===== config.mk =====
export PLATFORM = sky130hd
export DESIGN_NAME = nco_zq_flat
export DESIGN_NICKNAME = d
export VERILOG_FILES = /design/src/rtl/nco_zq_if.sv /design/src/rtl/nco_zq.sv /design/src/flat_wrapper.sv
export SDC_FILE = /design/constraint.sdc
export NUM_CORES = 1
export LEC_CHECK = 0
export CORE_ASPECT_RATIO = 0.75
export CORE_MARGIN = 1
export CORE_UTILIZATION = 50
export DETAILED_ROUTE_END_ITERATION = 12
export GPL_TIMING_DRIVEN = 0
export PLACE_DENSITY = 0.75
export SLEW_MARGIN = 10
export SYNTH_ARGS = -nofsm -noshare
export SYNTH_HDL_FRONTEND = slang
export SYNTH_SLANG_ARGS = --single-unit

===== constraint.sdc =====
create_clock -name clk_i -period 2.2 [get_ports clk_i]
set_input_delay 0.44 -clock clk_i [delete_from_list [all_inputs] [get_ports clk_i]]
set_output_delay 0.44 -clock clk_i [all_outputs]
set_load 0.02 [all_outputs]

===== src/rtl/nco_zq_if.sv =====
// Control and output bundle of the quadrature NCO: run request, frequency
// write port, and the registered zero/quad square waves with status.
interface nco_zq_if #(
  parameter int unsigned FREQ_W = 8
);
  logic              en_i;
  logic [FREQ_W-1:0] freq_i;
  logic              freq_vld_i;
  logic              zero_o;
  logic              quad_o;
  logic              cyc_o;
  logic              busy_o;

  modport master (
    output en_i, freq_i, freq_vld_i,
    input  zero_o, quad_o, cyc_o, busy_o
  );

  modport slave (
    input  en_i, freq_i, freq_vld_i,
    output zero_o, quad_o, cyc_o, busy_o
  );
endinterface


===== src/rtl/nco_zq.sv =====
// Quadrature NCO: phase accumulator with wrap-aligned frequency reload and
// phase-aligned start/stop, decoding the top two phase bits to zero/quad.
module nco_zq #(
  parameter int unsigned FREQ_W  = 8,
  parameter int unsigned ACCUM_W = 10
) (
  input  logic      clk_i,
  input  logic      rst_i,
  nco_zq_if.slave   bus
);

  typedef enum logic [1:0] {IDLE, RUN, STOP} state_t;

  state_t              state_q, state_d;
  logic [FREQ_W-1:0]   shadow_q, shadow_d;
  logic [ACCUM_W-1:0]  inc_q, inc_d;
  logic [ACCUM_W-1:0]  accum_q, accum_d;
  logic [ACCUM_W-1:0]  load_inc;
  logic [ACCUM_W:0]    sum;
  logic                carry;
  logic [1:0]          quadrant;
  logic                cyc_d;
  logic                zero_q, quad_q, cyc_q, busy_q;

  assign sum      = {1'b0, accum_q} + {1'b0, inc_q};
  assign carry    = sum[ACCUM_W];
  // A write on the same cycle as a reload bypasses the shadow register
  assign load_inc = bus.freq_vld_i ? ACCUM_W'(bus.freq_i) : ACCUM_W'(shadow_q);
  assign quadrant = accum_d[ACCUM_W-1 -: 2];

  // Next-state, accumulator and increment update
  always_comb begin
    state_d  = state_q;
    inc_d    = inc_q;
    accum_d  = accum_q;
    cyc_d    = 1'b0;
    shadow_d = bus.freq_vld_i ? bus.freq_i : shadow_q;

    case (state_q)
      IDLE: begin
        accum_d = '0;
        if (bus.en_i) begin
          state_d = RUN;
          inc_d   = load_inc;
        end
      end
      RUN: begin
        accum_d = sum[ACCUM_W-1:0];
        cyc_d   = carry;
        if (carry) begin
          inc_d = load_inc;
        end
        if (!bus.en_i) begin
          state_d = STOP;
        end
      end
      STOP: begin
        // A zero increment would never wrap, so leave immediately
        if (inc_q == '0) begin
          state_d = IDLE;
          accum_d = '0;
        end else if (carry) begin
          state_d = IDLE;
          accum_d = '0;
          cyc_d   = 1'b1;
        end else begin
          accum_d = sum[ACCUM_W-1:0];
          if (bus.en_i) begin
            state_d = RUN;
          end
        end
      end
      default: begin
        state_d = IDLE;
        accum_d = '0;
      end
    endcase
  end

  // State and registered outputs, decoded from the new phase value
  always_ff @(posedge clk_i) begin
    if (rst_i) begin
      state_q  <= IDLE;
      shadow_q <= '0;
      inc_q    <= '0;
      accum_q  <= '0;
      zero_q   <= 1'b0;
      quad_q   <= 1'b0;
      cyc_q    <= 1'b0;
      busy_q   <= 1'b0;
    end else begin
      state_q  <= state_d;
      shadow_q <= shadow_d;
      inc_q    <= inc_d;
      accum_q  <= accum_d;
      zero_q   <= quadrant[1] ^ quadrant[0];
      quad_q   <= quadrant[1];
      cyc_q    <= cyc_d;
      busy_q   <= (state_d != IDLE);
    end
  end

  assign bus.zero_o = zero_q;
  assign bus.quad_o = quad_q;
  assign bus.cyc_o  = cyc_q;
  assign bus.busy_o = busy_q;

endmodule


===== src/flat_wrapper.sv =====
// flat-port wrapper written by rule: the top's interface ports become plain ports
module nco_zq_flat 
#(
  parameter int unsigned FREQ_W  = 8,
  parameter int unsigned ACCUM_W = 10
)
  (clk_i, rst_i, bus_en_i, bus_freq_i, bus_freq_vld_i, bus_zero_o, bus_quad_o, bus_cyc_o, bus_busy_o);
  nco_zq_if #(.FREQ_W(FREQ_W)) bus_i ();
  input  logic clk_i;
  input  logic rst_i;
  input wire logic [$bits(bus_i.en_i)-1:0] bus_en_i;
  input wire logic [$bits(bus_i.freq_i)-1:0] bus_freq_i;
  input wire logic [$bits(bus_i.freq_vld_i)-1:0] bus_freq_vld_i;
  output wire logic [$bits(bus_i.zero_o)-1:0] bus_zero_o;
  output wire logic [$bits(bus_i.quad_o)-1:0] bus_quad_o;
  output wire logic [$bits(bus_i.cyc_o)-1:0] bus_cyc_o;
  output wire logic [$bits(bus_i.busy_o)-1:0] bus_busy_o;
  assign bus_i.en_i = bus_en_i;
  assign bus_i.freq_i = bus_freq_i;
  assign bus_i.freq_vld_i = bus_freq_vld_i;
  assign bus_zero_o = bus_i.zero_o;
  assign bus_quad_o = bus_i.quad_o;
  assign bus_cyc_o = bus_i.cyc_o;
  assign bus_busy_o = bus_i.busy_o;
  nco_zq #(.FREQ_W(FREQ_W), .ACCUM_W(ACCUM_W)) u_core (.clk_i(clk_i), .rst_i(rst_i), .bus(bus_i));
endmodule

==> metrics.md, run 1 <==
| Metric | Value |
|---|---|
| Port-buffer cells | 14 |
| Arr. time, crit path | 2320 ps |
| Vias per Instance | 5.602 |
| Fin cells | 231 |
| Synthesized flop and latch total | 31 |
| Worst Path Max Fanout | 4 |
| Grt peak-use layer | met2 |
| Clk slew on worst S/H paths | 60 ps |
| HPWL Detailed | 2345 µm |
| Share of the synthesized area in the top cell type | 0.3990 |
| CTS H-tree depth | 2 |
| Top cells by area, synth | dfxtp_1 (40%), ha_1 (9.7%), nor2_1 (7.2%) |
| Syn_nets | 190 |
| # DRC | 0 |
| Worst Skew | 3.985 ps |
| Worst EP required | 2390 ps |
| Top Family by Delay on Critical Path | compound AO/OA/AOI/OAI gates |
| Via count | 1,294 |
| Overflow after GRT | 0 |
| Switch share | 0.2523 |
| Peak supply drop | 0.4862 mV |
| Fin. max-slew vios | 0 |
| Number of flops mapped to enable cells by yosys | 0 |
| Power after layout | 1589 µW |
| Relative slew slack | 0.6372 |
| Initial Util | 0.5260 |
| GRT met2 Usage | 0.3367 |
| I/O pin count | 16 |
| Antenna violations before repair | 0 |
| Vias in the first global route | 1,207 |
| Cts hold-fix bufs | 0 |
| Mapped Avg Cell Area | 9.426 µm² |
| Switching power total | 401.0 µW |
| Die height | 50.30 µm |
| Least-Margin Pin Slew | 544.2 ps |
| Crit. End Element | register |
| Period utilisation layout | 0.9675 |
| CP startpoint kind | register |
| Slowest CP cell | dfxtp_4 |
| Setup violators final | 0 |
| GRT met1 Usage | 0.2910 |
| Clock period minus final worst setup slack | 2129 ps |
| Crit path kind | register to register |
| Ys flop type | dfxtp_1 |
| Die Width | 66.40 µm |
| Clock Latency Late Sink | 290 ps |
| Clock Sink Count | 31 |
| Core area | 2957 µm² |
| Hold crit path type | register to register |
| Outcome | complete, no violations |
| Post-DR wirelength/cell | 14.58 µm |
| Final ANT Viol Nets | 0 |
| ANT cells | 0 |
| RSZ-0062 raised after global routing | true |
| Leading area contributor after synthesis | dfxtp_1 |
| Cell area after synthesis | 1555 µm² |
| Sequential share of power | 0.400 |
| Largest net degree at the start of global routing | 11 |
| Lkg Pwr | 0.0007985 µW |
| Commonest non-fill, non-tap cell in the layout | nor2_1 |
| P per Cell Area | 796.4 nW/µm² |
| Clock root cell | clkbuf_8 |
| Detailed Routing Iterations Pass 1 | 4 |
| Top cell by count, worst path | a21oi_4 |
| Gpl congestion | 0.7766 |
| Die area | 3340 µm² |
| Commonest non-fill, non-tap cells in the layout | nor2_1 (30), dfxtp_1 (26), clkdlybuf4s50_1 (14) |
| Setup_tns | 0 ps |
| Clock power frac | 0.423 |
| Register area share after synthesis | 0.3990 |
| Layout Nets | 217 |
| Syn Inst Count | 165 |
| Final Hold Fails | 0 |
| Std-Cell Rows | 17 |
| CTS tree | built |
| Longest Clk Path Bufs | 2 |
| First-pass GRT wire length | 5451 µm |
| Grt met3 use | 0.06136 |
| Int Power | 1188 µW |
| GRT Total Usage | 0.2276 |
| Critical path, cell by cell | ha_4, inv_1, fa_2, nand2b_4, a21oi_4, o2111ai_4, a21oi_4, buf_4, nor2_1, a211oi_1 |
| Asr flop ratio synth | 0 |
| Buf/Inv on CP | 2 |
| P&R area growth vs syn | 28.32% |
| Logic gate share of total power | 0.177 |
| DP Cell Count | 217 |
| CTS Buf Count | 5 |
| Yosys cell types | 43 |
| Total of max-cap violations | 0 |
| Slowest stage delay, CP | 370 ps |
| Synthesis Warnings | 0 |
| Achievable Freq | 469.8 MHz |
| Total wire length | 3367 µm |
| Fraction of layout cells with a size suffix above 1 | 0.2021 |
| Initial DRC count | 83 |
worst register-to-register path, delay by kind of cell (launching register included):
kind / cells / cell delay (ps)
flip-flops: 1 / 370
buffers and inverters: 2 / 200
AO/OA/AOI/OAI: 4 / 790
adder cells (fa/ha/maj): 2 / 480
AND/OR/NAND/NOR: 2 / 200
cell type report:
type,instances,area (µm²)
Tap cell,38,47.55
Fill cell,228,960.9
Inverter,9,33.78
Timing Repair Buffer,20,185.2
Clock inverter,2,60.06
Multi-Input combinational cell,120,933.4
Buffer,5,33.78
Sequential cell,31,629.4
Clock buffer,6,72.57
power by group through the flow:
stage / Sequential [µW] / Clock, µW / Combinational [µW]
after detailed placement: 643 / 0 / 236
after global routing: 638 / 711 / 311
after global placement: 639 / 0 / 224
after floorplan: 635 / 0 / 172
final: 636 / 672 / 282
after CTS: 632 / 681 / 254
synth_stat cells, types with 2 or more instances:
master and n:
a211oi_1 9, a21boi_0 2, a21o_1 2, a21oi_1 7, a21oi_2 2, clkbuf_1 3, dfxtp_1 31, ha_1 12
inv_1 9, mux2i_1 9, nand2_1 7, nand2b_1 2, nand3_1 2, nor2_1 30, nor3_1 3, nor4_1 2
o21ai_0 4, xor2_1 4
stage by stage:
stage / hold WS [ps] / utilization / area, µm² / worst slack [ps]
final: 501.8 / 0.6750 / 1996 / 71.44
after detailed placement: 494.7 / 0.5895 / 1743 / -254.1
after global routing: 528.0 / 0.6750 / 1996 / -62.67
after floorplan: 456.4 / - / 1555 / 8.137
after CTS: 510.9 / 0.6526 / 1929 / 20.54
after global placement: 484.6 / 0.5895 / 1743 / -181.3
kinds of logic (layout without fill, tap and decap cells):
group | Yosys count | in the layout | synth area share
AO/OA/AOI/OAI | 40 | 40 | 0.2092
XOR/XNOR | 5 | 5 | 0.02816
adder cells (fa/ha/maj) | 13 | 13 | 0.1094
buffers and inverters | 14 | 42 | 0.04103
flip-flops | 31 | 31 | 0.3990
multiplexers | 9 | 9 | 0.05793
AND/OR/NAND/NOR | 53 | 53 | 0.1553
repair_timing:
item / CTS / global route
endpoints found under the hold margin: 0 / 0
endpoints found under the setup margin: 21 / 16
resized for setup: 10 / 11
pin swaps: 3 / 8
setup buffers: 2 / 4
sequential cells by signal, summed over array words and instances, names as in the netlist:
| signal | cells |
|---|---|
| u_core.state_q | 2 |
| u_core.bus.zero_o | 1 |
| u_core.inc_q | 8 |
| u_core.accum_q | 10 |
| u_core.shadow_q | 8 |
| u_core.bus.busy_o | 1 |
| u_core.bus.cyc_o | 1 |
per-layer routing:
layer / up-vias / wire (µm)
met2: 40 / 1456
met5: - / 0
met1: 597 / 1640
met3: 14 / 145
li1: 643 / -
met4: 0 / 125
final timing paths:
kind | from | to | slack [ps] | depth (start not counted)
min reg2reg | u_core.shadow_q[1]$_SDFFE_PP0P_ | u_core.shadow_q[1]$_SDFFE_PP0P_ | 500 | 2
max | u_core.inc_q[0]$_SDFFE_PP0P_ | u_core.inc_q[2]$_SDFFE_PP0P_ | 70 | 10
min | u_core.shadow_q[1]$_SDFFE_PP0P_ | u_core.shadow_q[1]$_SDFFE_PP0P_ | 500 | 2
max reg2reg | u_core.inc_q[0]$_SDFFE_PP0P_ | u_core.inc_q[2]$_SDFFE_PP0P_ | 70 | 10
No activity file was read; power rests on OpenSTA's default activity.
==> run 2, diff against run 1 <==
DONT_BUFFER_PORTS = 1   (was default)
PLACE_DENSITY = 0.69   (was 0.75)
==> metrics.md, run 2 (synthesis gave the netlist of run 1 again) <==
| Metric | Value |
|---|---|
| Antenna violations before repair | 0 (unchanged) |
| Cts hold-fix bufs | 0 (unchanged) |
| Commonest non-fill, non-tap cells in the layout | nor2_1 (28), dfxtp_1 (26), mux2i_1 (9), ha_1 (9), inv_1 (8) |
| Post-DR wirelength/cell | 13.85 µm (-5.0%) |
| Relative slew slack | 0.6544 (+0.01718) |
| Core area | 2957 µm² (unchanged) |
| Clock root cell | clkbuf_8 |
| ANT cells | 0 (unchanged) |
| Dpl ws | -252.6 ps (+1.536 ps) |
| CTS Buf Count | 5 (unchanged) |
| Worst r2r src | u_core.inc_q[0]$_SDFFE_PP0P_ |
| Clock period minus final worst setup slack | 2100 ps (-28.87 ps) |
| First-pass GRT wire length | 5147 µm (-5.6%) |
| Logic gate share of total power | 0.166 (-0.011) |
| Achievable Freq | 476.3 MHz (+1.4%) |
| Hold Crit Depth | 2 (unchanged) |
| P&R area growth vs syn | 19.39% |
| Largest net degree at the start of global routing | 12 (+1) |
| Lkg Pwr | 0.0007440 µW (-6.8%) |
| CP startpoint kind | register |
| Int Power | 1044 µW (-12%) |
| Setup slack, reg-to-reg | 100 ps (+30 ps) |
| # DRC | 0 (unchanged) |
| Switching power total | 387.9 µW (-3.3%) |
| Crit path kind | register to register |
| P per Cell Area | 771.2 nW/µm² (-3.2%) |
| Worst Hold End | u_core.shadow_q[1]$_SDFFE_PP0P_ |
| Arr. time, crit path | 2320 ps (about the same) |
| Sequential share of power | 0.447 (+0.047) |
| Die height | 50.30 µm (unchanged) |
| GRT Total Usage | 0.2126 (-0.01498) |
| Top flop regs | u_core.accum_q x10, u_core.inc_q x8, u_core.shadow_q x8 |
| Outcome | complete, no violations |
| Clock power frac | 0.387 (-0.036) |
| CTS tree | built |
| Fin cells | 216 (-6.5%) |
| Total of max-cap violations | 0 (unchanged) |
| CTS H-tree depth | 2 (unchanged) |
| Clock Latency Late Sink | 280 ps (about the same) |
| Commonest non-fill, non-tap cell in the layout | nor2_1 |
| Final hold slack | 342.5 ps (-159.3 ps) |
| Least-Margin Pin Slew | 518.4 ps (-25.77 ps) |
| I/O pin count | 16 (unchanged) |
| Worst EP required | 2420 ps (+30 ps) |
| Via count | 1,185 (-8.4%) |
| Die area | 3340 µm² (unchanged) |
| Layout Nets | 202 (-6.9%) |
| Longest Clk Path Bufs | 2 (unchanged) |
| Largest reg by FF count | u_core.accum_q |
| Power after layout | 1432 µW (-9.9%) |
| Final ANT Viol Nets | 0 (unchanged) |
| Gpl congestion | 0.8185 (+5.4%) |
| Initial Util | 0.5260 (unchanged) |
| Max FFs per register | 10 (unchanged) |
| Peak supply drop | 0.4665 mV (-4.1%) |
| Port-buffer cells | 0 (-14) |
| Vias per Instance | 5.486 (-2.1%) |
| Final worst slack | 100.3 ps (+28.87 ps) |
| Final Hold Fails | 0 (unchanged) |
| Worst Skew | 1.274 ps (-2.712 ps) |
| Setup violators final | 0 (unchanged) |
| HPWL Detailed | 2273 µm (-3.1%) |
| R2R depth | 9 (-1) |
| Total wire length | 2992 µm (-11%) |
| Clock Sink Count | 31 (unchanged) |
| Period utilisation layout | 0.9544 (-0.01312) |
| Detailed Routing Iterations Pass 1 | 4 (unchanged) |
| Std-Cell Rows | 17 (unchanged) |
| Initial DRC count | 80 (-3.6%) |
| Vias in the first global route | 1,143 (-5.3%) |
| Hold crit path type | input port to register |
| Die Width | 66.40 µm (unchanged) |
| Overflow after GRT | 0 (unchanged) |
| Switch share | 0.2709 (+0.01856) |
| Clk slew on worst S/H paths | 70 ps (about the same) |
| Worst Path Max Fanout | 3 (-1) |
| Crit. End Element | register |
| Hold path startpoint | bus_freq_i[1] |
| Fin. max-slew vios | 0 (unchanged) |
| RSZ-0062 raised after global routing | true |
| Reg2reg end | u_core.bus.zero_o$_SDFF_PP0_ |
| Fraction of layout cells with a size suffix above 1 | 0.2584 (+0.05635) |
| DP Cell Count | 203 (-6.5%) |
[run 2: cell count changes in the layout (fill, tap and decap cells not counted), sizes merged]
cell           change
buf                -1
clkinv             +2
bufinv             -1
clkdlybuf4s50     -14
clkbuf             -1
[run 2: worst max-delay path by stage]
stage                                  from                           end  cells past startpoint  slack [ps]
2_1_floorplan  u_core.inc_q[0]$_SDFFE_PP0P_  u_core.inc_q[7]$_SDFFE_PP0P_                     10           8
3_3_place_gp   u_core.inc_q[0]$_SDFFE_PP0P_  u_core.inc_q[0]$_SDFFE_PP0P_                     10        -210
3_5_place_dp   u_core.inc_q[0]$_SDFFE_PP0P_  u_core.inc_q[7]$_SDFFE_PP0P_                     10        -250
4_1_cts        u_core.inc_q[0]$_SDFFE_PP0P_  u_core.inc_q[0]$_SDFFE_PP0P_                     10          40
5_1_grt        u_core.inc_q[0]$_SDFFE_PP0P_  u_core.inc_q[0]$_SDFFE_PP0P_                     10         -30
6_report       u_core.inc_q[0]$_SDFFE_PP0P_  u_core.bus.zero_o$_SDFF_PP0_                      9         100
[run 2: through the flow]
stage / TNS (ps) / area (µm²) / util
after floorplan: 0 / 1555 / -
after global placement: -2099 / 1603 / 0.5421
after detailed placement: -2785 / 1603 / 0.5421
after CTS: 0 / 1754 / 0.5933
after global routing: -75.19 / 1857 / 0.6280
final: 0 / 1857 / 0.6280
[run 2: critical path, stage by stage (launching register included)]
cell and delay (ps):
dfxtp_4 370, ha_4 140, inv_2 40, fa_2 350, nand2b_4 160, a21oi_4 190, o21ai_2 90, xnor2_2 160
a2111o_1 430, a21oi_2 110
[run 2: power by group through the flow]
stage               logic, µW  registers (µW)  clock network [µW]
finish                    237             640                 555
global route              268             645                 601
CTS                       214             636                 568
detailed placement        204             646                   0
global placement          197             644                   0
floorplan                 172             635                   0
[run 2: cell type report]
class / instances / area [µm²]
Buffer: 5 / 33.78
Fill cell: 249 / 1100
Multi-Input combinational cell: 120 / 958.4
Clock inverter: 3 / 43.79
Timing Repair Buffer: 5 / 41.29
Tap cell: 38 / 47.55
Clock buffer: 5 / 68.82
Sequential cell: 31 / 629.4
Inverter: 9 / 33.78
[run 2: routing by layer]
| metal | share of wire | track usage | wire, µm | vias up |
|---|---|---|---|---|
| met5 | 0 | 0 | 0 | - |
| met4 | 0.017 | 0.1064 | 52 | 0 |
| li1 | - | - | - | 612 |
| met3 | 0.035 | 0.06364 | 104 | 6 |
| met2 | 0.45 | 0.3180 | 1341 | 19 |
| met1 | 0.50 | 0.2763 | 1493 | 548 |
[run 2: repair_timing]
item | 4_1_cts | 5_1_grt
endpoints found under the setup margin | 21 | 19
pin swaps | 3 | 13
endpoints found under the hold margin | 0 | 0
buffers inserted | 1 | 4
gates resized for setup | 7 | 22
==> run 3, diff against run 2 <==
CTS_CLUSTER_DIAMETER = 150   (was default)
==> results of run 3 <==
Final layout, timing and power as in run 2 (identical DEF).
